## src/rtl/pipeline_stall_sink.sv

```systemverilog
// rtl/pipeline_stall_sink.sv - terminal pipeline consumer: FWFT FIFO, registered stall, delivery statistics
module pipeline_stall_sink #(
    parameter int DATA_W = 32,
    parameter int DEPTH  = 4,
    parameter int CNT_W  = 16
) (
    input  logic              clk,
    input  logic              reset,
    input  logic [DATA_W-1:0] in_data,
    input  logic              in_valid,
    input  logic              in_flush,
    output logic              out_stall,
    output logic [DATA_W-1:0] rd_data,
    output logic              rd_valid,
    input  logic              rd_ready,
    output logic [CNT_W-1:0]  word_count,
    output logic [7:0]        flush_count,
    output logic [DATA_W-1:0] checksum
);

    localparam int AW = $clog2(DEPTH);
    localparam int CW = $clog2(DEPTH + 1);

    logic [DATA_W-1:0] mem_q [DEPTH];
    logic [AW-1:0]     wptr_q, wptr_d;
    logic [AW-1:0]     rptr_q, rptr_d;
    logic [CW-1:0]     count_q, count_d;
    logic [CNT_W-1:0]  word_count_q, word_count_d;
    logic [7:0]        flush_count_q, flush_count_d;
    logic [DATA_W-1:0] checksum_q, checksum_d;
    logic              full;
    logic              accept;
    logic              pop;

    // Stall depends only on registered occupancy, so a pop never frees space in the same cycle.
    assign full      = (count_q == CW'(DEPTH));
    assign out_stall = full;
    assign rd_valid  = (count_q != '0);
    assign accept    = in_valid & ~full & ~in_flush;
    assign pop       = rd_valid & rd_ready & ~in_flush;

    // Masking keeps rd_data clean while the unreset memory is still unwritten.
    assign rd_data     = rd_valid ? mem_q[rptr_q] : '0;
    assign word_count  = word_count_q;
    assign flush_count = flush_count_q;
    assign checksum    = checksum_q;

    always_comb begin
        wptr_d        = wptr_q;
        rptr_d        = rptr_q;
        count_d       = count_q;
        word_count_d  = word_count_q;
        flush_count_d = flush_count_q;
        checksum_d    = checksum_q;
        if (in_flush) begin
            wptr_d  = '0;
            rptr_d  = '0;
            count_d = '0;
            if (flush_count_q != 8'hFF) begin
                flush_count_d = flush_count_q + 8'd1;
            end
        end else begin
            if (accept) begin
                wptr_d       = wptr_q + AW'(1);
                word_count_d = word_count_q + CNT_W'(1);
                checksum_d   = checksum_q + in_data;
            end
            if (pop) begin
                rptr_d = rptr_q + AW'(1);
            end
            case ({accept, pop})
                2'b10:   count_d = count_q + CW'(1);
                2'b01:   count_d = count_q - CW'(1);
                default: count_d = count_q;
            endcase
        end
    end

    always_ff @(posedge clk) begin
        if (!reset) begin
            wptr_q        <= '0;
            rptr_q        <= '0;
            count_q       <= '0;
            word_count_q  <= '0;
            flush_count_q <= '0;
            checksum_q    <= '0;
        end else begin
            wptr_q        <= wptr_d;
            rptr_q        <= rptr_d;
            count_q       <= count_d;
            word_count_q  <= word_count_d;
            flush_count_q <= flush_count_d;
            checksum_q    <= checksum_d;
        end
    end

    always_ff @(posedge clk) begin
        if (reset && accept) begin
            mem_q[wptr_q] <= in_data;
        end
    end

endmodule

```

## config.mk

```make
export PLATFORM = sky130hd
export DESIGN_NAME = pipeline_stall_sink
export DESIGN_NICKNAME = d
export VERILOG_FILES = /design/src/rtl/pipeline_stall_sink.sv
export SDC_FILE = /design/constraint.sdc
export NUM_CORES = 1
export LEC_CHECK = 0
export CAP_MARGIN = 40
export CORE_UTILIZATION = 60
export CTS_CLUSTER_DIAMETER = 60
export DETAILED_ROUTE_END_ITERATION = 10
export DONT_BUFFER_PORTS = 1
export GPL_ROUTABILITY_DRIVEN = 0
export GPL_TIMING_DRIVEN = 1
export HOLD_SLACK_MARGIN = 0.15
export PLACE_DENSITY = 0.76
export SLEW_MARGIN = 20
export SYNTH_ARGS = -nofsm -noshare
export SYNTH_HDL_FRONTEND = slang
export SYNTH_SLANG_ARGS = --single-unit
```

## constraint.sdc

```tcl
create_clock -name clk -period 8.1 [get_ports clk]
set_clock_uncertainty 0.1 [all_clocks]
set_input_delay 0.81 -clock clk [delete_from_list [all_inputs] [get_ports clk]]
set_output_delay 0.81 -clock clk [all_outputs]
set_load 0.01 [all_outputs]
```

Word level (Yosys, flattened, before mapping)
Memories as Yosys holds them, arrays and structs flattened. A register that Yosys moved wholly into a read port is not among the register bits. Index checks and enable logic that the tools add are counted.

Bits in writable memories: 128. Output and inout port bits: 90. Memories kept: 1. Register bits: 63.

Bitwise gates (word level): 7. Reduce and logical (&&, ||, !) cells: 6. Add/sub/neg operators: 7. Equal/unequal tests: 4. Mux-type cells: 6.

Memories: mem_q (words 4, bits a word 32, rd ports 1, clocked after Yosys merged registers in 1, wr ports 1, RTL line 24) `logic [DATA_W-1:0] mem_q [DEPTH];`.

Operator list (count): $add 32x32->32 (1); $mux 32 (1); $add 16x1->16 const B (1); $add 8x1->8 const B (1); $ne 8x8->1 const B (1); $pmux 3 s2 (1); $add 2x1->2 const B (2); $and 1x1->1 (4); $mux 2 (2); $reduce_and 2->1 (2); $add 3x1->3 const B (1); $eq 3x3->1 const B (1); $not 1->1 (3); $reduce_bool 3->1 (1); $sub 3x1->3 const B (1); $eq 2x1->1 const B (1); $eq 2x2->1 const B (1); $mux 1 (2); $reduce_bool 2->1 (1); $reduce_or 2->1 (1); $logic_and 1x1->1 (1).

Logic depth before layout (Yosys ltp)
Gate-level depths: netlist of the first run.

Depth in word-level cells: 7. Gate-level depth with buffers: 10. Mapped depth without buffers: 10.

Worst setup path after synthesis of the first run
Ideal clock, no wire load.

Kind: input -> register. Start: input in_data[0]. End: register checksum_q[30] (netlist: checksum[30]). Stages: 10. Required time: 7.924 ns. Path buffers: 0. Path slack: 4.956 ns. Library setup time: 0.076 ns. Arrival: 2.969 ns. Cells stage by stage: ha_1 > fa_1 > a21o_1 > a221oi_2 > a21oi_2 > a21oi_2 > o41ai_2 > o21ai_1 > mux2_1 > o22ai_1.

Cells in the longest elaborated chain, start to end: 1.

Ends and longest elaborated chain: start, declared (RTL line 9) `input logic [DATA_W-1:0] in_data,`; $add 32x32->32 (RTL line 66) `checksum_d = checksum_q + in_data;`; end signal, assigned (RTL line 93) `checksum_q <= checksum_d;`; end, declared (RTL line 30) `logic [DATA_W-1:0] checksum_q, checksum_d;`.

No other way between the ends. A chain may end at the register's enable or synchronous reset.

Worst setup path in the final report of the first run
Start: register count_q[2]. End: register count_q[2].

Cells in the longest elaborated chain, start to end: 6.

Ends and longest elaborated chain: start, declared (RTL line 27) `logic [CW-1:0] count_q, count_d;`; start signal, assigned (RTL line 90) `count_q <= count_d;`; $eq 3x3->1 (*) (RTL line 36) `assign full = (count_q == CW'(DEPTH));`; via out_stall (RTL line 12) `output logic out_stall,`; $not 1->1 (*) (RTL line 39) `assign accept = in_valid & ~full & ~in_flush;`; $and 1x1->1 (*) (2 in series) (RTL line 39); $eq 2x1->1 / $eq 2x2->1 (equally long branches) (RTL line 71) `case ({accept, pop})`; $pmux 3 s2 / $reduce_bool 2->1 (equally long branches).

Mark *: on every way through the listed nets, which the timed path passes. The rest lies on a longest branch.

==> reports/results.ini, run 1 <==
[timing]
setup_tns_ns = 0
fin_crit_ns = 3.34
max_freq_ghz = 0.300
timing.final.crit_share_pct = 41.2
rsz0062_at_grt = false
setup_viol = 0
max_slew_margin_pct = 52.2
hold_viol = 0
finalMaxSlewViolations = 0
tightest_slew_ns = 0.716
layout_setup_ws_ns = 4.76

[synth]
synth_cells = 737
ys.flop_type = edfxtp_1
yosysTopAreaCell = edfxtp_1
syn-num-nets = 814
netlist.area_leader.share_pct = 42.3
yosys_register_bits = 193
netlist_area_um2 = 9090
ys_seq_area_share_pct = 56.6
synthTopCellsByArea = edfxtp_1 (42%), dfxtp_1 (14%), mux4_2 (7.9%)
yosysWarnings = 0
syn_avg_cell_area_um2 = 12.3
synth_edf_count = 128
ys_types = 60
synthArstFlopShare_pct = 0

[die]
dieArea_um2 = 15700
row_count = 44
dieWidth_um = 125
die_y_um = 125
io_pins = 127
coreArea_um2 = 14600
initial_utilization_pct = 62.1

[drt]
drt_iter0_drc = 622
routedWlPerCell_um = 21.5
drc = 0
ant_nets = 0
drt_pass1_iterations = 9
vias = 5971
via_per_inst = 6.43
drt-total-wl_um = 20000

[cts]
cts_resized = 0
post-cts-setup-buffers = 0
ctsHoldBuffers = 0
cts_buffers = 17
clk_path_buf_depth = 2
cts-root-buf = clkbuf_16
numClockSinks = 193
insertion_delay_ns = 0.43
ctsHtreeMaxLevel = 4
cts_tree = built
clkSlewWorstSetupHoldPaths_ns = 0.07

[pwr]
pwr-share-seq_pct = 52.0
pwr-share-comb_pct = 9.7
p_clk_share_pct = 38.3
power_density_nw_per_um2 = 214
p_sw_mw = 0.519
total_power_mw = 2.11
p_leak_nw = 3.44
ir_worst_vdd_mv = 0.175
p_int_mw = 1.59
switching_share_pct = 24.6

[global_routing]
grt_max_degree = 44
grt_pass1_wl_um = 31700
grt_pass1_vias = 5881
antenna_found_initial = 0
grt_overflow_total = 0
grtUsageTotal_pct = 26.6

[placed_design]
portBuffers = 0
place_ws_ns = 4.71
placed_cell_area_um2 = 9270
dp_hpwl_um = 13700

[hold_path]
min_to = mem_q[3][4]$_DFFE_PP_
hp-class = in -> reg
min_from = in_data[4]
min_path_cells = 0

[setup_path]
rr_worst_depth = 10
critPathBufInv = 3
path_cells = nor3b_1 -> nor3b_4 -> buf_4 -> inv_2 -> ha_1 -> inv_1 -> fa_1 -> xor2_1 -> or3_1 -> a21oi_1
endpoint_kind = flop
crit_slowest_cell = nor3b_1
arrival_ns = 3.60
crit_path_max_fanout = 31
cp-start-kind = flop
r2r-start = count_q[2]$_SDFFE_PP0P_
worst_r2r_endpoint = count_q[2]$_SDFFE_PP0P_
cp_top_family = simple AND/OR/NAND/NOR gates
critPathMaxStageDelay_ns = 0.62
worstSetupPathType = reg -> reg
crit_required_ns = 8.36
r2r_setup_slack_ns = 4.76

[cells_and_area]
fillCellCount = 1056
drive_above_1_share_pct = 12.1
finalInstanceArea_um2 = 9850
n_antenna_cell = 0
postLayoutCoreUtil_pct = 67.2
nets = 809
area_growth_pct = 8.28

[run_status]
status = complete, no violations

[job]
cap_violations = 0

[state kept, by name (all words and copies together), names as in the netlist, named ones only]
| register | count |
|---|---|
| word_count | 16 |
| rptr_q | 2 |
| mem_q | 128 |
| checksum | 32 |
| wptr_q | 2 |
| flush_count | 8 |
| count_q | 3 |
[worst reg2reg max path: stages, from the launching register on]
cell	delay (ns)
dfxtp_1	0.37
nor3b_1	0.62
nor3b_4	0.07
buf_4	0.26
inv_2	0.45
ha_1	0.32
inv_1	0.07
fa_1	0.39
xor2_1	0.17
or3_1	0.31
a21oi_1	0.14
[logic make-up after synthesis]
family          Yosys count  synth area share [%]
compound gates          147                  10.4
xor+xnor                 47                  4.53
fa+ha+maj                40                  5.67
buf+inv                  46                  2.09
flops                   193                  56.6
mux                      36                  8.38
simple gates            228                  12.3
[per-stage QoR]
stage               cells  hold slack [ns]
CTS                   929            0.355
finish                929            0.368
floorplan             737            0.367
detailed placement    897            0.412
global placement      896            0.387
global route          929            0.351
[Yosys cell counts (4+ instances only)]
library cell / count
ha_1: 38
o21a_1: 4
nand4_1: 13
or3_1: 6
and3_1: 9
nor3b_1: 4
nand3_1: 17
o21ai_1: 19
a31oi_1: 5
inv_1: 10
o21bai_1: 4
dfxtp_1: 65
clkbuf_1: 18
a21oi_1: 47
xnor2_1: 24
a21o_1: 12
nor2_1: 51
nand2_1: 69
xor2_1: 23
and4_1: 4
a21oi_2: 4
nor2b_1: 35
buf_2: 14
mux4_2: 32
nand2b_1: 8
a211oi_1: 4
edfxtp_1: 128
nor3_1: 5
o21ai_0: 21
[worst max path at each step]
stage | from | endpoint | slack, ns | depth (start not counted)
after floorplan | in_data[0] | checksum[30]$_SDFFE_PN0P_ | 4.96 | 10
after global placement | in_data[0] | checksum[30]$_SDFFE_PN0P_ | 4.78 | 10
after detailed placement | in_data[0] | checksum[30]$_SDFFE_PN0P_ | 4.71 | 10
after CTS | count_q[2]$_SDFFE_PP0P_ | count_q[2]$_SDFFE_PP0P_ | 4.76 | 10
after global routing | count_q[2]$_SDFFE_PP0P_ | count_q[2]$_SDFFE_PP0P_ | 4.55 | 10
final | count_q[2]$_SDFFE_PP0P_ | count_q[2]$_SDFFE_PP0P_ | 4.76 | 10
[final cells by class]
| class | instances | area [um2] | share of cell area, % |
|---|---|---|---|
| sequential | 193 | 5150 | 52.3 |
| multi-input combinational | 498 | 3770 | 38.3 |
| clock buffer | 20 | 447 | 4.54 |
| tap | 184 | 230 | 2.34 |
| clock inverter | 12 | 126 | 1.28 |
| timing repair buffer | 10 | 82.6 | 0.839 |
| inverter | 12 | 45.0 | 0.457 |
[routing by layer]
metal,track usage (%),vias to the layer above,share of wire (%)
met5,0,-,0
met4,9.68,0,2.6
met3,7.32,44,8.6
met2,42.5,307,47
met1,35.2,2883,42
li1,-,2737,-
[cell usage in the layout, fill, tap and decap left out, types with 3 or more instances in the layout]
cell        count
nand2_1        69
ha_1           38
o21bai_1        4
buf_4           9
dfxtp_1        64
or3_1           6
inv_8           4
nand4_1        13
edfxtp_1      128
inv_1          10
clkbuf_16      17
and4_1          4
a211oi_1        4
xor2_1         23
and2_1          3
o21a_1          4
mux4_2         32
nor3b_1         4
xnor2_1        24
o21ai_1        19
nor2b_1        35
nor2_1         51
a21oi_1        47
o31ai_1         3
a31oi_1         5
nand2b_1        8
and3_1          9
o21ai_0        21
nand3_1        17
nor3_1          4
a21oi_2         4
a21o_1         12
mux2i_1         3
clkinvlp_4      4
[power groups by stage]
stage                     Combinational (mW)  Sequential [mW]  Clock (mW)
after CTS                              0.203             1.10       0.819
final                                  0.205             1.10       0.808
after floorplan                        0.165             1.11           0
after global placement                 0.195             1.12           0
after global routing                   0.227             1.10       0.854
after detailed placement               0.200             1.12           0
Note: power is estimated with default switching activity, not from simulation.
==> inputs of run 2 (changes only) <==
--- a/config.mk
+++ b/config.mk
@@ -6,14 +6,14 @@
 export NUM_CORES = 1
 export LEC_CHECK = 0
 export CAP_MARGIN = 40
-export CORE_UTILIZATION = 60
+export CORE_UTILIZATION = 57
 export CTS_CLUSTER_DIAMETER = 60
 export DETAILED_ROUTE_END_ITERATION = 10
 export DONT_BUFFER_PORTS = 1
 export GPL_ROUTABILITY_DRIVEN = 0
 export GPL_TIMING_DRIVEN = 1
 export HOLD_SLACK_MARGIN = 0.15
-export PLACE_DENSITY = 0.76
+export PLACE_DENSITY = 0.75
 export SLEW_MARGIN = 20
 export SYNTH_ARGS = -nofsm -noshare
 export SYNTH_HDL_FRONTEND = slang
==> constraint.sdc (replaced) <==
create_clock -name clk -period 2.72 [get_ports clk]
set_clock_uncertainty 0.1 [all_clocks]
set_input_delay 0.272 -clock clk [delete_from_list [all_inputs] [get_ports clk]]
set_output_delay 0.272 -clock clk [all_outputs]
set_load 0.01 [all_outputs]
==> reports/results.ini, run 2 (synthesis gave the netlist of run 1 again) <==
[run_status]
status = complete, no violations

[cells_and_area]
largest_register_ffs = 128
regArea_um2 = 5150
final_cells = 1024
layout_commonest_cell = edfxtp_1
finalInstanceArea_um2 = 10600
layout_common_cells = edfxtp_1 (128), nand2_1 (69), dfxtp_1 (63), nor2_1 (51), a21oi_1 (47)
fillCellCount = 1020
top_register = mem_q
area_growth_pct = 16.4
n_antenna_cell = 0
postLayoutCoreUtil_pct = 68.9
nets = 877
drive_above_1_share_pct = 16.2
multi_input_area_um2 = 3830

[drt]
via_per_inst = 6.18
drt_pass1_iterations = 5
routedWlPerCell_um = 21.0
drt_iter0_drc = 661
drt-total-wl_um = 21600
drc = 0
ant_nets = 0
vias = 6324

[die]
io_pins = 127
die_y_um = 128
initial_utilization_pct = 59.2
dieWidth_um = 128
row_count = 45
dieArea_um2 = 16500
coreArea_um2 = 15400

[timing]
max_freq_ghz = 0.372
holdWs_ns = 0.159
layout_setup_ws_ns = 0.0353
timing.final.crit_share_pct = 98.7
max_slew_margin_pct = 49.5
setup_viol = 0
finalMaxSlewViolations = 0
tightest_slew_ns = 0.754
hold_viol = 0
rsz0062_at_grt = true
setup_tns_ns = 0
fin_crit_ns = 2.68

[placed_design]
placed_cell_area_um2 = 9530
dp_hpwl_um = 14200
portBuffers = 0
place_ws_ns = -0.0708
dp_cells = 950

[pwr]
ir_worst_vdd_mv = 0.517
total_power_mw = 6.47
p_leak_nw = 3.79
power_density_nw_per_um2 = 611

[global_routing]
grt_pass1_wl_um = 33300
grtUsageTotal_pct = 27.3
antenna_found_initial = 0
grt_pass1_vias = 6215
grt_overflow_total = 0
grt_max_degree = 44

[job]
cap_violations = 0

[cts]
clkSlewWorstSetupHoldPaths_ns = 0.07
cts-root-buf = clkbuf_16
ctsHtreeMaxLevel = 4
cts_tree = built
clk_path_buf_depth = 2
insertion_delay_ns = 0.44
numClockSinks = 193
cts_buffers = 17

[hold_path]
hp-class = in -> reg

[setup_path]
endpoint_kind = flop
crit_path_max_fanout = 3
worstSetupPathType = reg -> reg
crit_required_ns = 2.92
cp-start-kind = flop
arrival_ns = 2.89

[run 2: final timing paths]
path,startpoint,to,slack [ns],depth (start not counted)
worst max register to register,checksum[0]$_SDFFE_PN0P_,checksum[24]$_SDFFE_PN0P_,0.04,11
worst max-delay path,checksum[0]$_SDFFE_PN0P_,checksum[24]$_SDFFE_PN0P_,0.04,11
worst min-delay path,in_data[29],checksum[29]$_SDFFE_PN0P_,0.16,3
worst min register to register,checksum[29]$_SDFFE_PN0P_,checksum[29]$_SDFFE_PN0P_,0.42,2
[run 2: layout make-up]
cell class | instances | area share [%]
clock buffers | 18 | 4.15
well taps | 211 | 2.49
multi-input cells | 498 | 36.1
inverters | 12 | 0.425
flip-flops and latches | 193 | 48.6
repair buffers | 78 | 6.78
clock inverters | 14 | 1.39
[run 2: where the power goes]
group	internal [mW]	switching, mW
clock	1.31	1.13
sequential	3.19	0.0626
combinational	0.326	0.448
[run 2: repair_timing]
item	4_1_cts	5_1_grt
endpoints found under the setup margin	5	6
gates resized for setup	4	8
hold buffers	37	0
hold endpoints to repair	159	0
pin swaps	3	9
setup buffers	0	5
[run 2: worst max-delay path: stages, from the launching register on]
cell	delay, ns
dfxtp_2	0.34
ha_4	0.17
fa_2	0.34
a21o_1	0.23
a221oi_4	0.32
buf_4	0.17
o21ai_2	0.07
o21ai_2	0.23
o2bb2ai_2	0.16
o21bai_1	0.12
xnor2_1	0.18
o21ai_1	0.11
[run 2: metal layers]
layer	routed length [um]	part of all wire (%)	up-vias	GRT usage (%)
met5	0	0	-	0
met4	676	3.1	0	11.5
met3	2070	9.6	56	7.43
met2	10200	47	349	43.1
met1	8640	40	3056	35.9
li1	-	-	2863	-
